### src/rtl/jk_bank_sequencer.sv
// jk_bank_sequencer: a command-driven controller for a WIDTH-bit bank of
// JK flip-flops. Each accepted command becomes per-bit J/K drive patterns
// that are applied for one cycle, or for cmd_len cycles (COUNT/SHIFT).
// The applied J/K vectors are exported so the bank behaviour can be observed.
module jk_bank_sequencer #(
    parameter int WIDTH = 4,
    parameter int LEN_W = 4
) (
    input  logic             clk,
    input  logic             rst,        // asynchronous, active-low
    input  logic             cmd_valid,
    output logic             cmd_ready,
    input  logic [2:0]       cmd_op,
    input  logic [WIDTH-1:0] cmd_data,
    input  logic [LEN_W-1:0] cmd_len,
    output logic [WIDTH-1:0] q,
    output logic [WIDTH-1:0] q_bar,
    output logic [WIDTH-1:0] j_dbg,
    output logic [WIDTH-1:0] k_dbg,
    output logic             busy,
    output logic             done,
    output logic             err
);

    typedef enum logic [2:0] {
        OP_NOP    = 3'd0,
        OP_CLEAR  = 3'd1,
        OP_SET    = 3'd2,
        OP_TOGGLE = 3'd3,
        OP_LOAD   = 3'd4,
        OP_COUNT  = 3'd5,
        OP_SHIFT  = 3'd6,
        OP_RSVD   = 3'd7
    } op_t;

    typedef enum logic {
        S_IDLE = 1'b0,
        S_EXEC = 1'b1
    } state_t;

    state_t           state;
    op_t              op_r;
    logic [WIDTH-1:0] data_r;
    logic [LEN_W-1:0] remain;

    op_t              cmd_op_t;
    logic             accept;
    logic             multi_cycle;
    logic [WIDTH-1:0] j_vec;
    logic [WIDTH-1:0] k_vec;
    logic [WIDTH-1:0] q_next;

    assign cmd_op_t    = op_t'(cmd_op);
    // Ready only while idle and out of reset; goes high in the done cycle,
    // which is what lets a new command be taken back-to-back.
    assign cmd_ready   = rst & (state == S_IDLE);
    assign accept      = cmd_valid & cmd_ready;
    assign multi_cycle = (cmd_op_t == OP_COUNT) || (cmd_op_t == OP_SHIFT);

    assign q_bar = ~q;
    assign j_dbg = j_vec;
    assign k_dbg = k_vec;

    // Translate the latched command and current q into J/K drive vectors.
    always_comb begin : jk_decode
        logic carry;
        // NOTE: every always_comb output gets a default first, so no path
        // through the case statement can leave a value held (no latch).
        j_vec = '0;
        k_vec = '0;
        carry = 1'b1;
        if (state == S_EXEC) begin
            case (op_r)
                OP_CLEAR: begin
                    k_vec = '1;
                end
                OP_SET: begin
                    j_vec = '1;
                end
                OP_TOGGLE: begin
                    j_vec = data_r;
                    k_vec = data_r;
                end
                OP_LOAD: begin
                    j_vec = data_r;
                    k_vec = ~data_r;
                end
                OP_COUNT: begin
                    // Bit i toggles when all lower bits are 1 (ripple carry).
                    for (int i = 0; i < WIDTH; i++) begin
                        j_vec[i] = carry;
                        k_vec[i] = carry;
                        carry    = carry & q[i];
                    end
                end
                OP_SHIFT: begin
                    j_vec = {q[WIDTH-2:0], data_r[0]};
                    k_vec = ~{q[WIDTH-2:0], data_r[0]};
                end
                default: begin
                    // NOP and reserved opcode: bank holds.
                end
            endcase
        end
    end

    // Per-bit JK next state: hold, clear, set or toggle.
    assign q_next = (j_vec & ~q) | (~k_vec & q);

    // Sequencer FSM, JK bank register and registered status pulses.
    always_ff @(posedge clk or negedge rst) begin
        if (!rst) begin
            state  <= S_IDLE;
            op_r   <= OP_NOP;
            data_r <= '0;
            remain <= '0;
            q      <= '0;
            busy   <= 1'b0;
            done   <= 1'b0;
            err    <= 1'b0;
        end else begin
            // NOTE: state is updated with non-blocking assignments so every
            // register samples pre-edge values regardless of statement order.
            q    <= q_next;
            done <= 1'b0;
            err  <= 1'b0;
            case (state)
                S_IDLE: begin
                    if (accept) begin
                        op_r   <= cmd_op_t;
                        data_r <= cmd_data;
                        remain <= multi_cycle ? cmd_len : LEN_W'(1);
                        if (multi_cycle && (cmd_len == '0)) begin
                            // Zero-length COUNT/SHIFT: no EXEC cycle at all.
                            done <= 1'b1;
                        end else begin
                            state <= S_EXEC;
                            busy  <= 1'b1;
                        end
                    end
                end
                S_EXEC: begin
                    remain <= remain - LEN_W'(1);
                    if (remain == LEN_W'(1)) begin
                        state <= S_IDLE;
                        busy  <= 1'b0;
                        done  <= 1'b1;
                        err   <= (op_r == OP_RSVD);
                    end
                end
                default: begin
                    state <= S_IDLE;
                    busy  <= 1'b0;
                end
            endcase
        end
    end

endmodule

### config.mk
export PLATFORM = sky130hd
export DESIGN_NAME = jk_bank_sequencer
export DESIGN_NICKNAME = d
export VERILOG_FILES = /design/src/rtl/jk_bank_sequencer.sv
export SDC_FILE = /design/constraint.sdc
export NUM_CORES = 1
export LEC_CHECK = 0
export CAP_MARGIN = 20
export CORE_UTILIZATION = 43
export CTS_CLUSTER_DIAMETER = 200
export DETAILED_ROUTE_END_ITERATION = 8
export PLACE_DENSITY = 0.76
export SYNTH_ARGS = -nofsm -noshare
export SYNTH_HDL_FRONTEND = slang
export SYNTH_SLANG_ARGS = --single-unit
### constraint.sdc
create_clock -name clk -period 1.3 [get_ports clk]
set_input_delay 0.325 -clock clk [delete_from_list [all_inputs] [get_ports clk]]
set_output_delay 0.325 -clock clk [all_outputs]
set_load 0.005 [all_outputs]
==> impl_metrics.ini, run 1 <==
[setup_path]
worst-r2r-setup-slack_ps = -610
endpoint_kind = output pin
worstSetupPathType = reg -> out
required_ps = 980
start_kind = register
max_stage_delay_ps = 460
crit_fanout = 7
path_cells = buf_6 > buf_4 > nor2b_2 > o21ai_0 > a31oi_2 > buf_2
slowest_stage = dfrtp_2
critPathArrivalTime_ps = 1760

[power_and_ir_drop]
clkPwrFrac_pct = 4.8
p_leak_nw = 1.122
p_switching_mw = 2.941
pwr-share-comb_pct = 77.4
cellPowerDensity_nw_per_um2 = 2875
internal-power_mw = 3.879
p_sw_share_pct = 43.12
power.total_mw = 6.819
vdd.ir_drop.worst_mv = 2.540
p_seq_share_pct = 17.8

[timing]
fin_ws_ps = -788.2
clock_skew_ps = 1.743
rsz0062_at_grt = yes
finalCriticalPeriod_ps = 2088
relSlewSlack_pct = 77.02
fmax_mhz = 478.9
hold_ws_ps = 210.0
tightest_slew_ps = 343.1
finalSetupViolCount = 23
final_max_slew_viol_count = 0
period_share_pct = 160.6
hold_viol_final = 0

[flow_run]
cap_violations = 0

[clock_network]
worstSkewPairLatency_ps = 300
cts_tree = done
cts-buffers-inserted = 3
clock-sinks = 19
clock_path_buffers = 2
clock-root-buffer = clkbuf_4
clkSlewWorstSetupHoldPaths_ps = 120
htree_levels = 1

[logic_synthesis]
synth_area_um2 = 1229
synthCells = 138
synth_top_cell_by_area = dfrtp_1
synth.avg_cell_area_um2 = 8.903
synth.top_cell.area_share_pct = 38.70
ys_seq_area_share_pct = 38.70
ys_warn_count = 0
synth_flop_cell = dfrtp_1
ys_top_cells_by_area = dfrtp_1 39%, nand2_1 5.5%, mux2_2 5.5%
ys_seq_elements = 19
async_flop_share_pct = 100.0
synth-edff-count = 0
synth_cell_types = 37
syn_nets = 154

[placement]
place_congestion = 0.8517
place.port_buffers = 33
place_inst = 239
dpl_cell_area_um2 = 1921
hpwl_um = 2850
pre_cts_ws_ps = -711.7

[floorplanning]
initial_core_util_pct = 44.94
rows = 19
die_area_um2 = 3075
die_w_um = 55.46
die_height_um = 55.46
core-area_um2 = 2734
ios = 34

[routing]
dr.pass1.iters = 4
drc = 0
drt-total-wl_um = 5310
drt-initial-drc-count = 93
vias_per_cell = 5.996
vias = 1601
avgRoutedWirePerCell_um = 19.89
detail-route-antenna-nets = 0

[global_route]
overflow = 0
grt_pass1_vias = 1545
grt_pass1_wl_um = 7251
antenna_found_initial = 0
grt_max_degree = 21
grt_use_total_pct = 30.65

[hold_path]
hold_path_class = in -> async

[cells_and_area]
fin_area_um2 = 2372
area.growth.synth_to_final_pct = 93.08
drive_gt1_share_pct = 57.20
final_nets = 253
antenna_cells = 0
instances_no_fill = 267

[outcome]
outcome = finished with violations
failed_checks = negative setup slack
-- cells by family after synthesis --
kind of cell / share of synthesized area (%)
xor gates and xnor gates: 1.426
and+or+nand+nor: 22.61
DFF: 38.70
muxes: 9.572
buffers and inverters: 7.840
AOI/OAI and AO/OA: 17.82
adders and majority gates: 2.036
-- routing by layer --
layer  GRT usage, %  share of wire [%]  vias up
met2          58.69                 54       97
met4          13.21                6.4        0
li1               -                  -      692
met1          32.93                 34      780
met3          4.450                5.5       32
met5              0                  0        -
-- worst paths after layout --
check / start / to / cells after the start
setup / recovery: op_r[0]$_DFFE_PN0P_ / k_dbg[2] / 6
hold / removal: rst / q[3]$_DFF_PN0_ / 2
setup reg to reg: op_r[0]$_DFFE_PN0P_ / q[3]$_DFF_PN0_ / 10
hold reg to reg: busy$_DFFE_PN0P_ / busy$_DFFE_PN0P_ / 2
max in group asynchronous: rst / q[0]$_DFF_PN0_ / 2
min in group clk: cmd_op[1] / op_r[1]$_DFFE_PN0P_ / 2
-- worst max-delay path: cells and delay by family, from the launching register on --
kind / cells / cell delay, ps
buf+inv: 3 / 420
simple gates: 1 / 190
compound gates: 2 / 380
flops: 1 / 460
-- through the flow --
step | utilization, % | TNS, ps
3_5_place_dp | 70.25 | -14740
4_1_cts | 81.92 | -5842
2_1_floorplan | - | -435.4
5_1_grt | 86.77 | -8501
6_report | 86.77 | -7642
3_3_place_gp | 70.25 | -13530
-- Yosys cell counts (all sizes together), types with 2 or more instances --
cell type and instances:
o211ai 4, mux2 6, nand3 7, nor3 3, buf 6, nor2 10, mux2i 5, o22ai 4
nor2b 6, a211oi 3, o32ai 2, dfrtp 19, inv 13, a31oi 2, ha 2, a221oi 3
nor3b 2, nand2 18, nand2b 3, o21ai 6, a21oi 5
-- layout by cell type (no fill, tap or decap), types with 6 or more instances in the layout --
cell	Yosys	routed
mux2_2	6	6
buf_6	1	26
buf_2	2	10
nand2_1	18	17
nor2_1	10	9
inv_1	12	7
buf_4	3	46
dfrtp_1	19	17
clkdlybuf4s50_1	0	10
-- power by group through the flow --
stage               registers, mW  logic [mW]  clock network (mW)
global route                 1.23        5.50               0.348
global placement             1.12        3.37                   0
finish                       1.21        5.28               0.327
floorplan                    1.10        1.69                   0
detailed placement           1.14        3.47                   0
CTS                          1.15        4.36               0.316
-- registers in the layout, indices dropped and copies added, names as in the netlist --
signal / flops
state: 1
data_r: 4
done: 1
busy: 1
remain: 4
q: 4
err: 1
op_r: 3
-- cell type report --
type / instances / area, µm²
clock buffers: 4 / 26.28
fillers: 134 / 361.6
inverters: 13 / 63.81
multi-input cells: 99 / 873.3
flip-flops and latches: 19 / 478.0
well taps: 31 / 38.79
repair buffers: 101 / 892.1
-- timing repair --
action,4_1_cts,5_1_grt
resized for setup,122,28
pin swaps,16,9
endpoints found under the hold margin,0,0
endpoints found under the setup margin,36,31
buffers inserted,23,6
hold buffers,0,0
(Power assumes the default switching activity.)
==> inputs of run 2 (changes only) <==
Settings changed: CTS_CLUSTER_SIZE set to 25.
==> results of run 2 <==
Final layout, timing and power as in run 1 (identical DEF).
==> inputs of run 3 (changes only) <==
Settings changed: CELL_PAD_IN_SITES_DETAIL_PLACEMENT set to 1, CELL_PAD_IN_SITES_GLOBAL_PLACEMENT set to 1, CORE_UTILIZATION 43 to 31, PLACE_DENSITY 0.76 to 0.75.
==> impl_metrics.ini, run 3 (synthesized netlist as in run 1, its figures left out) <==
[outcome]
outcome = finished with violations
failed_checks = negative setup slack

[floorplanning]
rows = 22
die_area_um2 = 4219
die_w_um = 64.96
initial_core_util_pct = 32.82
core-area_um2 = 3744
die_height_um = 64.96
ios = 34

[timing]
clock_skew_ps = 6.628
final_max_slew_viol_count = 0
finalSetupViolCount = 28
period_share_pct = 157.4
rsz0062_at_grt = yes
fin_ws_ps = -746.8
fmax_mhz = 488.6
tightest_slew_ps = 289.8
relSlewSlack_pct = 80.60
hold_viol_final = 0
finalCriticalPeriod_ps = 2047
tns_ps = -7011

[routing]
drt-initial-drc-count = 54
detail-route-antenna-nets = 0
drt-total-wl_um = 6922
dr.pass1.iters = 4
drc = 0
vias_per_cell = 5.531
avgRoutedWirePerCell_um = 24.20
vias = 1582

[clock_network]
htree_levels = 1
cts_hold_buffers = 0
cts_tree = done
clock-sinks = 19
clock-root-buffer = clkbuf_8
clock_path_buffers = 2
clkSlewWorstSetupHoldPaths_ps = 80
worstSkewPairLatency_ps = 260
cts-buffers-inserted = 3

[placement]
hpwl_um = 3267
place_inst = 250
place_congestion = 0.8981
place.port_buffers = 33

[global_route]
grt_max_degree = 21
grt_pass1_vias = 1692
grt_use_total_pct = 28.24
overflow = 0
antenna_found_initial = 0
grt_pass1_wl_um = 8873

[cells_and_area]
instances_no_fill = 286
nFillCells = 391
final_nets = 255
drive_gt1_share_pct = 63.87
layout_common_cells = 37 x buf_4, 34 x buf_6, 16 x nand2_1, 16 x dfrtp_1, 9 x buf_2
final_common_cell = buf_4
antenna_cells = 0
reg_top3 = data_r x4, q x4, remain x4
area.growth.synth_to_final_pct = 111.8

[power_and_ir_drop]
pwr-share-comb_pct = 78.0
clkPwrFrac_pct = 5.7
p_seq_share_pct = 16.4
p_leak_nw = 1.203
internal-power_mw = 4.245
p_sw_share_pct = 44.47
cellPowerDensity_nw_per_um2 = 2937
vdd.ir_drop.worst_mv = 1.791
p_switching_mw = 3.400

[setup_path]
required_ps = 980
start_kind = register
critPathArrivalTime_ps = 1720
worstSetupPathType = reg -> out
endpoint_kind = output pin
crit_fanout = 4

[hold_path]
hold_path_class = in -> async

[flow_run]
cap_violations = 0
run 3: cell count changes in the layout (fill, tap and decap cells not counted), moves of 3 or more:
cell,before,now
clkbuf_4,3,0
dlymetal6s2s_1,0,3
buf_4,46,37
clkbuf_8,0,3
o21ai_0,4,0
clkdlybuf4s50_1,10,7
buf_6,26,34
o21ai_2,0,3
run 3: worst max-delay path, stage by stage (launching register included):
cell and delay, ps:
dfrtp_2 470, buf_6 140, nand2b_4 80, buf_6 130
nor2_2 50, a211oi_2 270, nor2_1 90, clkdlybuf4s15_2 220
run 3: routing by layer:
layer | vias up | GRT usage (%) | routed length (µm)
li1 | 692 | - | -
met1 | 790 | 32.97 | 2696
met2 | 72 | 50.13 | 3593
met3 | 28 | 5.106 | 272
met4 | 0 | 11.67 | 359
met5 | - | 0 | 0
run 3: area by class of cell:
class | instances | area (µm²) | area share (%)
clock inverter | 1 | 5.005 | 0.1923
inverter | 13 | 72.57 | 2.788
multi-input combinational | 99 | 968.4 | 37.21
tap | 48 | 60.06 | 2.308
clock buffer | 3 | 41.29 | 1.587
timing repair buffer | 103 | 975.9 | 37.50
sequential | 19 | 479.2 | 18.41
run 3: final timing paths:
| path | startpoint | to | slack [ps] | cells after the start |
|---|---|---|---|---|
| max reg2reg | q[0]$_DFF_PN0_ | q[1]$_DFF_PN0_ | -420 | 7 |
| min | rst | q[1]$_DFF_PN0_ | 220 | 2 |
| min in group clk | cmd_valid | state$_DFF_PN0_ | 500 | 3 |
| max in group asynchronous | rst | op_r[0]$_DFFE_PN0P_ | 920 | 2 |
| min reg2reg | busy$_DFFE_PN0P_ | busy$_DFFE_PN0P_ | 570 | 2 |
| max | op_r[2]$_DFFE_PN0P_ | j_dbg[1] | -750 | 7 |
run 3: through the flow:
step	power (mW)	worst slack (ps)	instance area [µm²]	hold slack [ps]	utilization, %
detailed placement	4.605	-802.8	1909	474.2	51.00
global placement	4.411	-646.1	1909	467.5	51.00
global route	7.939	-794.3	2603	223.6	69.52
finish	7.644	-746.8	2603	224.5	69.52
CTS	6.334	-622.3	2370	223.7	63.30
floorplan	2.790	-122.1	1266	29.41	-
run 3: power groups by stage:
stage,logic (mW),registers (mW),clock network (mW)
after CTS,4.73,1.17,0.435
after detailed placement,3.45,1.15,0
after global routing,6.20,1.27,0.467
final,5.96,1.25,0.434
after floorplan,1.69,1.10,0
after global placement,3.29,1.12,0
run 3: repair_timing:
item                       in CTS  in global routing
cloned                          1                  0
resized for setup             136                 51
setup buffers                  24                 18
setup endpoints to repair      37                 33
pin swaps                      17                 17
